<file path="src/rtl/seg7_scan.sv">
// rtl/seg7_scan.sv - multiplexed 7-segment scanner with brightness PWM, blanking and raw-segment mode
module seg7_scan #(
  parameter int NDIGITS = 4,
  parameter int BASE    = 16,
  parameter int DIVBITS = 6
) (
  input  logic               clk,
  input  logic               reset,
  input  logic               enable,
  input  logic               rw,
  input  logic [31:0]        addr,
  input  logic [31:0]        data,
  output logic [31:0]        rdata,
  output logic [7:0]         seg,
  output logic [NDIGITS-1:0] an
);

  localparam logic [31:0] DATA_MASK = 32'hFFFF_FFFF >> (32 - 4 * NDIGITS);
  localparam logic [7:0]  DIG_MASK  = 8'hFF >> (8 - NDIGITS);
  localparam logic [63:0] RAW_MASK  = 64'hFFFF_FFFF_FFFF_FFFF >> (64 - 8 * NDIGITS);
  localparam logic [2:0]  LAST_IDX  = 3'(NDIGITS - 1);

  logic [31:0]        r_data;
  logic [7:0]         r_dp;
  logic [7:0]         r_blank;
  logic [3:0]         r_bright;
  logic               r_raw_mode;
  logic [63:0]        r_raw;
  logic [31:0]        r_rdata;
  logic [DIVBITS-1:0] r_presc;
  logic [3:0]         r_phase;
  logic [2:0]         r_idx;
  logic [7:0]         r_seg;
  logic [NDIGITS-1:0] r_an;

  logic [31:0]        w_off;
  logic               w_hit;
  logic               w_wr;
  logic               w_rd;
  logic               w_tick;
  logic [31:0]        w_rval;
  logic [3:0]         w_nib;
  logic [7:0]         w_rawb;
  logic               w_lit;
  logic [7:0]         w_seg;
  logic [NDIGITS-1:0] w_an;

  function automatic logic [6:0] hex7(input logic [3:0] n);
    case (n)
      4'h0: hex7 = 7'h40;
      4'h1: hex7 = 7'h79;
      4'h2: hex7 = 7'h24;
      4'h3: hex7 = 7'h30;
      4'h4: hex7 = 7'h19;
      4'h5: hex7 = 7'h12;
      4'h6: hex7 = 7'h02;
      4'h7: hex7 = 7'h78;
      4'h8: hex7 = 7'h00;
      4'h9: hex7 = 7'h10;
      4'hA: hex7 = 7'h08;
      4'hB: hex7 = 7'h03;
      4'hC: hex7 = 7'h46;
      4'hD: hex7 = 7'h21;
      4'hE: hex7 = 7'h06;
      default: hex7 = 7'h0E;
    endcase
  endfunction

  // Unsigned subtraction folds both window bounds into a single compare.
  assign w_off  = addr - 32'(BASE);
  assign w_hit  = (w_off < 32'd5);
  assign w_wr   = enable & rw & w_hit;
  assign w_rd   = enable & ~rw;
  assign w_tick = &r_presc;

  always_comb begin
    w_rval = 32'h0;
    if (w_hit) begin
      case (w_off[2:0])
        3'd0: w_rval = r_data;
        3'd1: w_rval = {24'h0, r_dp};
        3'd2: w_rval = {16'h0, r_blank, r_bright, 3'b000, r_raw_mode};
        3'd3: w_rval = r_raw[31:0];
        3'd4: w_rval = r_raw[63:32];
        default: w_rval = 32'h0;
      endcase
    end
  end

  always_ff @(posedge clk or posedge reset) begin
    if (reset) begin
      r_data     <= 32'h0;
      r_dp       <= 8'h0;
      r_blank    <= 8'h0;
      r_bright   <= 4'hF;
      r_raw_mode <= 1'b0;
      r_raw      <= 64'h0;
      r_rdata    <= 32'h0;
    end else begin
      if (w_wr) begin
        case (w_off[2:0])
          3'd0: r_data <= data & DATA_MASK;
          3'd1: r_dp   <= data[7:0] & DIG_MASK;
          3'd2: begin
            r_raw_mode <= data[0];
            r_bright   <= data[7:4];
            r_blank    <= data[15:8] & DIG_MASK;
          end
          3'd3: r_raw[31:0]  <= data & RAW_MASK[31:0];
          3'd4: r_raw[63:32] <= data & RAW_MASK[63:32];
          default: ;
        endcase
      end
      if (w_rd) r_rdata <= w_rval;
    end
  end

  always_ff @(posedge clk or posedge reset) begin
    if (reset) begin
      r_presc <= '0;
      r_phase <= 4'h0;
      r_idx   <= 3'd0;
    end else begin
      r_presc <= r_presc + 1'b1;
      if (w_tick) begin
        r_phase <= r_phase + 4'h1;
        if (r_phase == 4'hF) r_idx <= (r_idx == LAST_IDX) ? 3'd0 : r_idx + 3'd1;
      end
    end
  end

  // Segments and anodes both derive from the same idx/phase snapshot, so they flip together.
  always_comb begin
    w_nib  = r_data[{r_idx, 2'b00} +: 4];
    w_rawb = r_raw[{r_idx, 3'b000} +: 8];
    w_lit  = (r_phase <= r_bright) && !r_blank[r_idx];
    w_seg  = 8'hFF;
    if (w_lit) w_seg = r_raw_mode ? ~w_rawb : {~r_dp[r_idx], hex7(w_nib)};
    w_an = '1;
    for (int i = 0; i < NDIGITS; i++) begin
      if (w_lit && (r_idx == 3'(i))) w_an[i] = 1'b0;
    end
  end

  always_ff @(posedge clk or posedge reset) begin
    if (reset) begin
      r_seg <= 8'hFF;
      r_an  <= '1;
    end else begin
      r_seg <= w_seg;
      r_an  <= w_an;
    end
  end

  assign rdata = r_rdata;
  assign seg   = r_seg;
  assign an    = r_an;

endmodule

</file>
<file path="config.mk">
export PLATFORM = sky130hd
export DESIGN_NAME = seg7_scan
export DESIGN_NICKNAME = d
export VERILOG_FILES = /design/src/rtl/seg7_scan.sv
export SDC_FILE = /design/constraint.sdc
export NUM_CORES = 1
export LEC_CHECK = 0
export CAP_MARGIN = 30
export CORE_AREA = 5 5 129 131
export CTS_CLUSTER_DIAMETER = 30
export DETAILED_ROUTE_END_ITERATION = 7
export DIE_AREA = 0 0 134 136
export SLEW_MARGIN = 20
export SYNTH_ARGS = -nofsm -noshare
export SYNTH_HDL_FRONTEND = slang
export SYNTH_SLANG_ARGS = --single-unit
</file>
<file path="constraint.sdc">
create_clock -name clk -period 6.1 [get_ports clk]
set_clock_uncertainty 0.1 [all_clocks]
set_input_delay 0.915 -clock clk [delete_from_list [all_inputs] [get_ports clk]]
set_output_delay 0.915 -clock clk [all_outputs]
set_load 0.01 [all_outputs]
</file>
* After elaboration in Yosys (flattened, before gate mapping)
Memory sizes are Yosys's and may differ from the RTL's. Index checks and enable logic that the tools add are counted.
Word-level totals: register bits 118, latch bits 0, RAM bits 0, ROM bits 112, input port bits 68, output and inout port bits 44, word-level logic and storage cells 62, memories kept 1
Operators by class: add/subtract/negate cells 4, multipliers 0, div/mod/pow operators 0, magnitude comparators 3, equal/unequal tests 7, shift operators 2, mux-type cells 13, bitwise gates (word level) 6, reductions and logical operators 14
Memory list:
- (name not given) | words 16, bits a word 7, read ports 1, clocked after Yosys merged registers in 0, wr ports 0, line 49 | case (n)
Operators with widths (number):
- one-hot mux 32 bit (4 select lines) | 1
- variable part select 64 x 7 -> 8 bit | 1
- less-than comparator 32 x 3 -> 1 bit, second input constant | 1
- two-way mux 32 bit | 1
- variable part select 32 x 6 -> 4 bit | 1
- subtractor 32 x 5 -> 32 bit, second input constant | 1
- two-way mux 8 bit | 2
- == test 3 x 2 -> 1 bit, second input constant | 4
- NOT 8 bit | 1
- AND reduction 2 bit | 4
- AND reduction 7 bit | 1
- adder 6 x 1 -> 6 bit, second input constant | 1
- binary-select mux 1 bit (select 3 bit) | 2
- == test 3 x 1 -> 1 bit, second input constant | 2
- zero test 3 bit | 2
- two-way mux 1 bit | 6
- AND reduction 6 bit | 1
- logical AND 1 bit | 5
- adder 4 x 1 -> 4 bit, second input constant | 1
- == test 4 bit, second input constant | 1
- less-or-equal comparator 4 bit | 1
- less-than comparator 3 x 4 -> 1 bit, second input constant | 1
- adder 3 x 1 -> 3 bit, second input constant | 1
- bitwise AND 1 bit | 3
- 3 further kinds | 4

* Depth between registers and ports, before layout
depth after elaboration 6, mapped depth 10

* Worst setup path after synthesis
OpenSTA, ideal clock, no wires.
path kind input to register, start input addr[7], end register r_data[0], arrival time 2.585 ns, data required time 5.875 ns, setup slack 3.289 ns, stages 6, buffers on the path 1, path through nor4_4 -> nand4b_1 -> a211oi_4 -> o2111ai_4 -> buf_6 -> mux2_4
On the way: longest elaborated chain between the ends 4
RTL lines:
- start, declared | line 11 | input logic [31:0] addr,
- subtractor 32 x 5 -> 32 bit | line 70 | assign w_off = addr - 32'(BASE);
- less-than comparator 32 x 3 -> 1 bit | line 71 | assign w_hit = (w_off < 32'd5);
- bitwise AND 1 bit | line 72 | assign w_wr = enable & rw & w_hit;
- AND reduction 2 bit (no source line)
- end signal, assigned | line 102 | 3'd0: r_data <= data & DATA_MASK;
- end, declared | line 23 | logic [31:0] r_data;
No other way between the ends. A chain may end at the register's enable or synchronous reset.

* Worst setup path in the final report
start input addr[0], end register r_raw[1]
On the way: longest elaborated chain between the ends 4
RTL lines:
- subtractor 32 x 5 -> 32 bit (*) | line 70
- less-than comparator 32 x 3 -> 1 bit | line 71
- bitwise AND 1 bit | line 72
- AND reduction 2 bit (no source line) (*)
- end signal, assigned | line 109 | 3'd3: r_raw[31:0] <= data & RAW_MASK[31:0];
- end, declared | line 28 | logic [63:0] r_raw;
Mark *: on every way between the ends. The rest lies on a longest branch, timed or not.

==> metrics.md <==
| Metric | Value |
|---|---|
| Count leader, synth | `dfrtp_1` |
| DR vias/cell | `5.31` |
| Post-layout nets | `673` |
| Max Transition Viols Final | `0` |
| Highest clock rate | `slightly below 300 MHz` |
| Status | `complete, no violations` |
| Distinct cells, synth | `roughly 50` |
| Post-synth EDFFs | `0` |
| CTS tree | `built` |
| Die height | `roughly 140 um` |
| Clock buffer depth | `2` |
| Worst path arrival time | `roughly 3.6 ns` |
| Sw frac | `a little over a fifth` |
| Worst-path cell chain | `clkdlybuf4s50_1, and2_1, and3_1, o2111ai_4, buf_4, mux2_2` |
| Dpl ws | `2.38 ns` |
| Required time of the critical path | `6.29 ns` |
| Worst-path clk slew | `0.05 ns` |
| Design Area, Final | `between 7000 and 8000 um2` |
| Top cell type by total area after synthesis | `dfrtp_1` |
| FFs w/ async S/R, synth | `100%` |
| Max stage delay on crit path | `0.85 ns` |
| Setup ws final | `2.74 ns` |
| Share of cells above drive strength 1 | `23.9%` |
| VDD IR max | `0.175 mV` |
| Placed cells | `762` |
| Htree depth | `4` |
| Hold crit path type | `register to register` |
| Worst hold margin | `between 0.3 and 0.4 ns` |
| Chip width | `about 130 um` |
| Cell area power density | `229 nW/um2` |
| # Post-CTS Setup Buffers | `0` |
| Avg WL per Cell | `about 20 um` |
| I/O pin cnt | `around 110` |
| Core area | `around 15,000 um2` |
| Root buf cell | `clkbuf_16` |
| Sw power | `0.387 mW` |
| Finished Layout Cells | `794` |
| Post-Syn Area per Cell | `12.4 um2` |
| Post-Syn Nets | `approximately 570` |
| Worst-Margin Slew | `0.869 ns` |
| Initial Utilization | `38.5%` |
| Register bit total from synthesis | `between 100 and 150` |
| Vias in the first global route | `4,552` |
| Syn Inst Count | `~480` |
| Final HPWL DP | `about 12 mm` |
| Rows | `between 40 and 50` |
| Antenna cells | `0` |
| GPL Wtd Cong | `0.839` |
| Slew margin rel. | `41.9%` |
| Total global routing overflow | `0` |
| Cts repair resizes | `0` |
| Period utilization | `55.1%` |
| Yosys warns | `0` |
| First-pass GRT wire length | `25.1 mm` |
| Initial antenna violation count | `0` |
| Combinational Power Share | `approximately 5%` |
| Final hold violation count | `0` |
| Hold_buf cts | `0` |
| Gr usage total | `18.0%` |
| Max_cap viols | `0` |
| DRC Markers | `0` |
| Die Area | `18,200 um2` |
| Int Pwr | `1.39 mW` |
| Total number of vias | `about 4,200` |
| Placed Area | `7240 um2` |
| Setup TNS | `0 ns` |
| Post-Syn Area | `5960 um2` |
| Initial DRC count | `222` |
| Final min period | `3.36 ns` |
| DR pass1 iterations | `4` |
| Total Power | `1.78 mW` |
| Final core utilization | `between 50% and 60%` |
| RSZ-0062 raised after global routing | `no` |
| Sequential share of power | `44.1%` |
| Crit Path Max Fanout | `32` |
| Endpoint type of the worst setup path | `register` |
| Post-synth top cells | `dfrtp_1 (102), nand2_1 (66), mux2_2 (36)` |
| Ranking of synthesized cells by area | `dfrtp_1 (43%), mux2_4 (8.3%), dfstp_2 (7.1%)` |
| Largest net degree at the start of global routing | `65` |
| Num CTS Buffers | `17` |
| Seq/Total Area, Yosys | `49.9%` |
| Post-Route WL | `15.5 mm` |
| Top_reg_cell synth | `dfrtp_1` |
| Post-synth top area share | `42.8%` |
| CP Launch Type | `primary input` |
| Count of clock tree sinks | `around 120` |
| Antenna-violating nets left | `0` |
| # port buffers | `111` |
| Area delta synth->final | `30.5%` |
| Clk Latency, worst-skew pair | `0.41 ns` |
| Setup violations, final | `0` |
| CP Class | `primary input to register` |
| Static Leak | `around 3.4 nW` |
| Slowest CP cell | `clkdlybuf4s50_1` |
| Clk pwr share | `50.9%` |
==> flip-flops by register name, indices dropped and copies added (netlist names) <==
name	count
rdata	32
r_raw	32
r_idx	3
r_bright	4
r_presc	6
r_phase	4
an	4
r_blank	4
r_dp	4
seg	8
r_data	16
r_raw_mode	1
==> metal layers <==
metal / global-route usage, % / up-vias / wire (um)
met4: 6.06 / 0 / 246
met3: 5.00 / 16 / 759
met5: 0 / - / 0
met2: 29.2 / 110 / 7730
met1: 23.3 / 2117 / 6750
li1: - / 1972 / -
==> path summary, 6_finish.rpt <==
kind	start	end	slack (ns)	cells past startpoint
setup / recovery	addr[0]	r_raw[1]	2.74	6
hold / removal	rdata[13]	rdata[13]	0.37	2
setup reg to reg	r_idx[0]	seg[6]	3.21	9
hold reg to reg	rdata[13]	rdata[13]	0.37	2
max in group asynchronous	reset	r_raw[27]	3.79	3
min in group asynchronous	reset	rdata[3]	0.91	2
==> area by class of cell <==
class,instances,area [um2]
tap,192,240
inverter,17,66.3
sequential,118,2970
timing repair buffer,117,1180
clock buffer,22,454
clock inverter,10,85.1
multi-input combinational,318,2780
fill,1354,7710
==> cell families after synthesis <==
group,share of synthesized area [%]
AOI/OAI and AO/OA,10.5
xor gates and xnor gates,1.03
adders and majority gates,3.36
buffers and inverters,3.46
DFF,49.9
muxes,21.8
and+or+nand+nor,9.97
==> worst max-delay path: cells and delay by family <==
| family | cells | cell delay [ns] |
|---|---|---|
| and+or+nand+nor | 2 | 0.78 |
| AOI/OAI and AO/OA | 1 | 0.06 |
| buffers and inverters | 2 | 1.37 |
| muxes | 1 | 0.41 |
==> cells in the final DEF (no fill, tap or decap), drive strengths merged, types with 6 or more instances in the layout <==
| cell type | count |
|---|---|
| a21oi | 7 |
| dfrtp | 102 |
| nand2 | 66 |
| inv | 17 |
| ha | 16 |
| mux2 | 69 |
| nand4 | 10 |
| nand3 | 12 |
| nor2 | 10 |
| buf | 6 |
| dfstp | 16 |
| o21ai | 23 |
| xnor2 | 6 |
| mux2i | 6 |
| mux4 | 15 |
| a22oi | 12 |
| clkbuf | 22 |
| o31ai | 16 |
| clkdlybuf4s50 | 111 |
| o2111ai | 7 |
==> power by group through the flow <==
stage	combinational, mW	sequential (mW)	clock [mW]
CTS	0.0909	0.784	0.924
detailed placement	0.0904	0.797	0
global route	0.0983	0.784	0.965
floorplan	0.0305	0.797	0
global placement	0.0884	0.797	0
finish	0.0892	0.784	0.907
Power figures use the tool's default switching activity.
==> edit (same settings) <==
Register the output `rdata` once more, without a reset; this adds one clock of latency there. The other outputs are not delayed to match.
--- a/src/rtl/seg7_scan.sv
+++ b/src/rtl/seg7_scan.sv
@@ -153,5 +153,7 @@
   end
 
-  assign rdata = r_rdata;
+  always_ff @(posedge clk) begin
+    rdata <= r_rdata;
+  end
   assign seg   = r_seg;
   assign an    = r_an;
Behaviour: not the same (Yosys sat finds a counterexample within 4 cycles, from zero or initial values and one cycle with reset high).
==> edit against the original RTL <==
  * Sequential power grew 27%
  * Largest cell class unchanged
  * Fmax shrank 9.9%
  * Highest routed layer unchanged
  * Total power grew 17%
  * Design area grew 8.3%
  * Worst setup slack lost 0.37 ns
  * Synthesized area grew 9.5%
  * Sequential cell count grew 32
  * Via count grew 4.6%
  * Wire length shrank 2.4%
==> edit: results (changes against the original RTL) <==
[yosys]
synth_xor_area_frac=0.0121  ; was 0.0103
synthAdderAreaFrac=0.0307  ; was 0.0336
syn_inst=516  ; was 482
yosys-top-cells-count=102 x dfrtp_1, 57 x nand2_1, 46 x mux2_2, 41 x o21ai_0  ; was 102 x dfrtp_1, 66 x nand2_1, 36 x mux2_2, 33 x mux2_4, 21 x clkbuf_1
synthArstFlopShare=0.787  ; was 1.00
synth_compound_area_frac=0.0901  ; was 0.105
yosys-top-cells-area=dfrtp_1 39%, dfxtp_1 9.8%, mux2_2 7.9%  ; was dfrtp_1 43%, mux2_4 8.3%, dfstp_2 7.1%

[finish]
seq_cells=150  ; was 118
final_area_um2=8420  ; was 7770 µm²
final_nets=714  ; was 673
clock_buffers=20  ; was 22
final-nonclk-buf-share=0.143  ; was 0.151
clkCellAreaFrac=0.0681  ; was 0.0694
multi_input_cells=310  ; was 318
fillers=1309  ; was 1,354
seq_area_um2=3610  ; was 2970 µm²
multi_input_area_um2=2670  ; was 2780 µm²
layout-drive-gt1-share=0.233  ; was 0.239
n_all_buffers=119  ; was 117

[drt]
drt-met1-wl_mm=6.54  ; was 6.75 mm
wl_met2_mm=7.41  ; was 7.73 mm
wl_met3_um=884  ; was 759 µm
via_per_inst=5.28  ; was 5.31
drt-total-wl_mm=15.1  ; was 15.5 mm
vias=4408  ; was 4,215

[power]
power_frac_clock=0.483  ; was 0.509
power.leakage_nw=3.65  ; was 3.39 nW
p_comb_mw=0.0885  ; was 0.0892 mW
vdd_drop_max_v=0.000189  ; was 0.000175 V

[min_path]
min_from=r_rdata[4]$_DFFE_PP0P_  ; was rdata[13]$_DFFE_PP0P_
whs_endpoint=rdata[4]$_DFF_P_  ; was rdata[13]$_DFFE_PP0P_

[setup_path]
cp_max_fo=12  ; was 32
slowest_delay_ns=0.62  ; was 0.85 ns
slowest_stage=o41a_1  ; was clkdlybuf4s50_1
critPathArrivalTime_ns=3.94  ; was 3.55 ns
r2r-start=r_idx[0]$_DFFE_PP0P_  ; unchanged
critPathTopFamily=compound AO/OA/AOI/OAI gates  ; was buffers and inverters

[grt]
met1_usage=0.219  ; was 0.233
grt.met3_usage=0.0455  ; was 0.0500
grt_use_total=0.175  ; was 0.180
grt_pass1_vias=4520  ; was 4,552
grt_max_degree=70  ; was 65
grt_first_pass_wirelength_mm=24.3  ; was 25.1 mm

[placement]
dpl_cell_area_um2=7790  ; was 7240 µm²
hpwlAfterDp_mm=11.2  ; was 11.5 mm
dp_slack_ns=1.78  ; was 2.38 ns
gp_congestion=0.830  ; was 0.839

[run_status]
status=finished, final reports clean  ; unchanged

[sta]
holdWs_ns=0.261  ; was 0.371 ns
slew_headroom=0.449  ; was 0.419

edit: changes by cell type in the layout (fill, tap and decap cells not counted), sizes merged, moves of 3 or more:
cell,unedited run,this run
nor4,4,8
dfxtp,0,32
nand2,66,57
inv,17,39
o31ai,16,4
nand4,10,3
nor4b,0,3
clkinvlp,4,1
a21oi,7,11
o21ai,23,41
edit: how the worst max path moves through the flow:
stage             start                     end  slack [ns]  depth (start not counted)
2_1_floorplan     reset  r_blank[0]$_DFFE_PP0P_        1.98                          1
3_3_place_gp    addr[9]   r_raw[24]$_DFFE_PP0P_        1.82                          7
3_5_place_dp    addr[9]   r_raw[25]$_DFFE_PP0P_        1.78                          7
4_1_cts         addr[9]   r_raw[25]$_DFFE_PP0P_        2.20                          7
5_1_grt        addr[17]   r_raw[25]$_DFFE_PP0P_        2.13                          8
6_report        addr[9]   r_raw[25]$_DFFE_PP0P_        2.37                          8
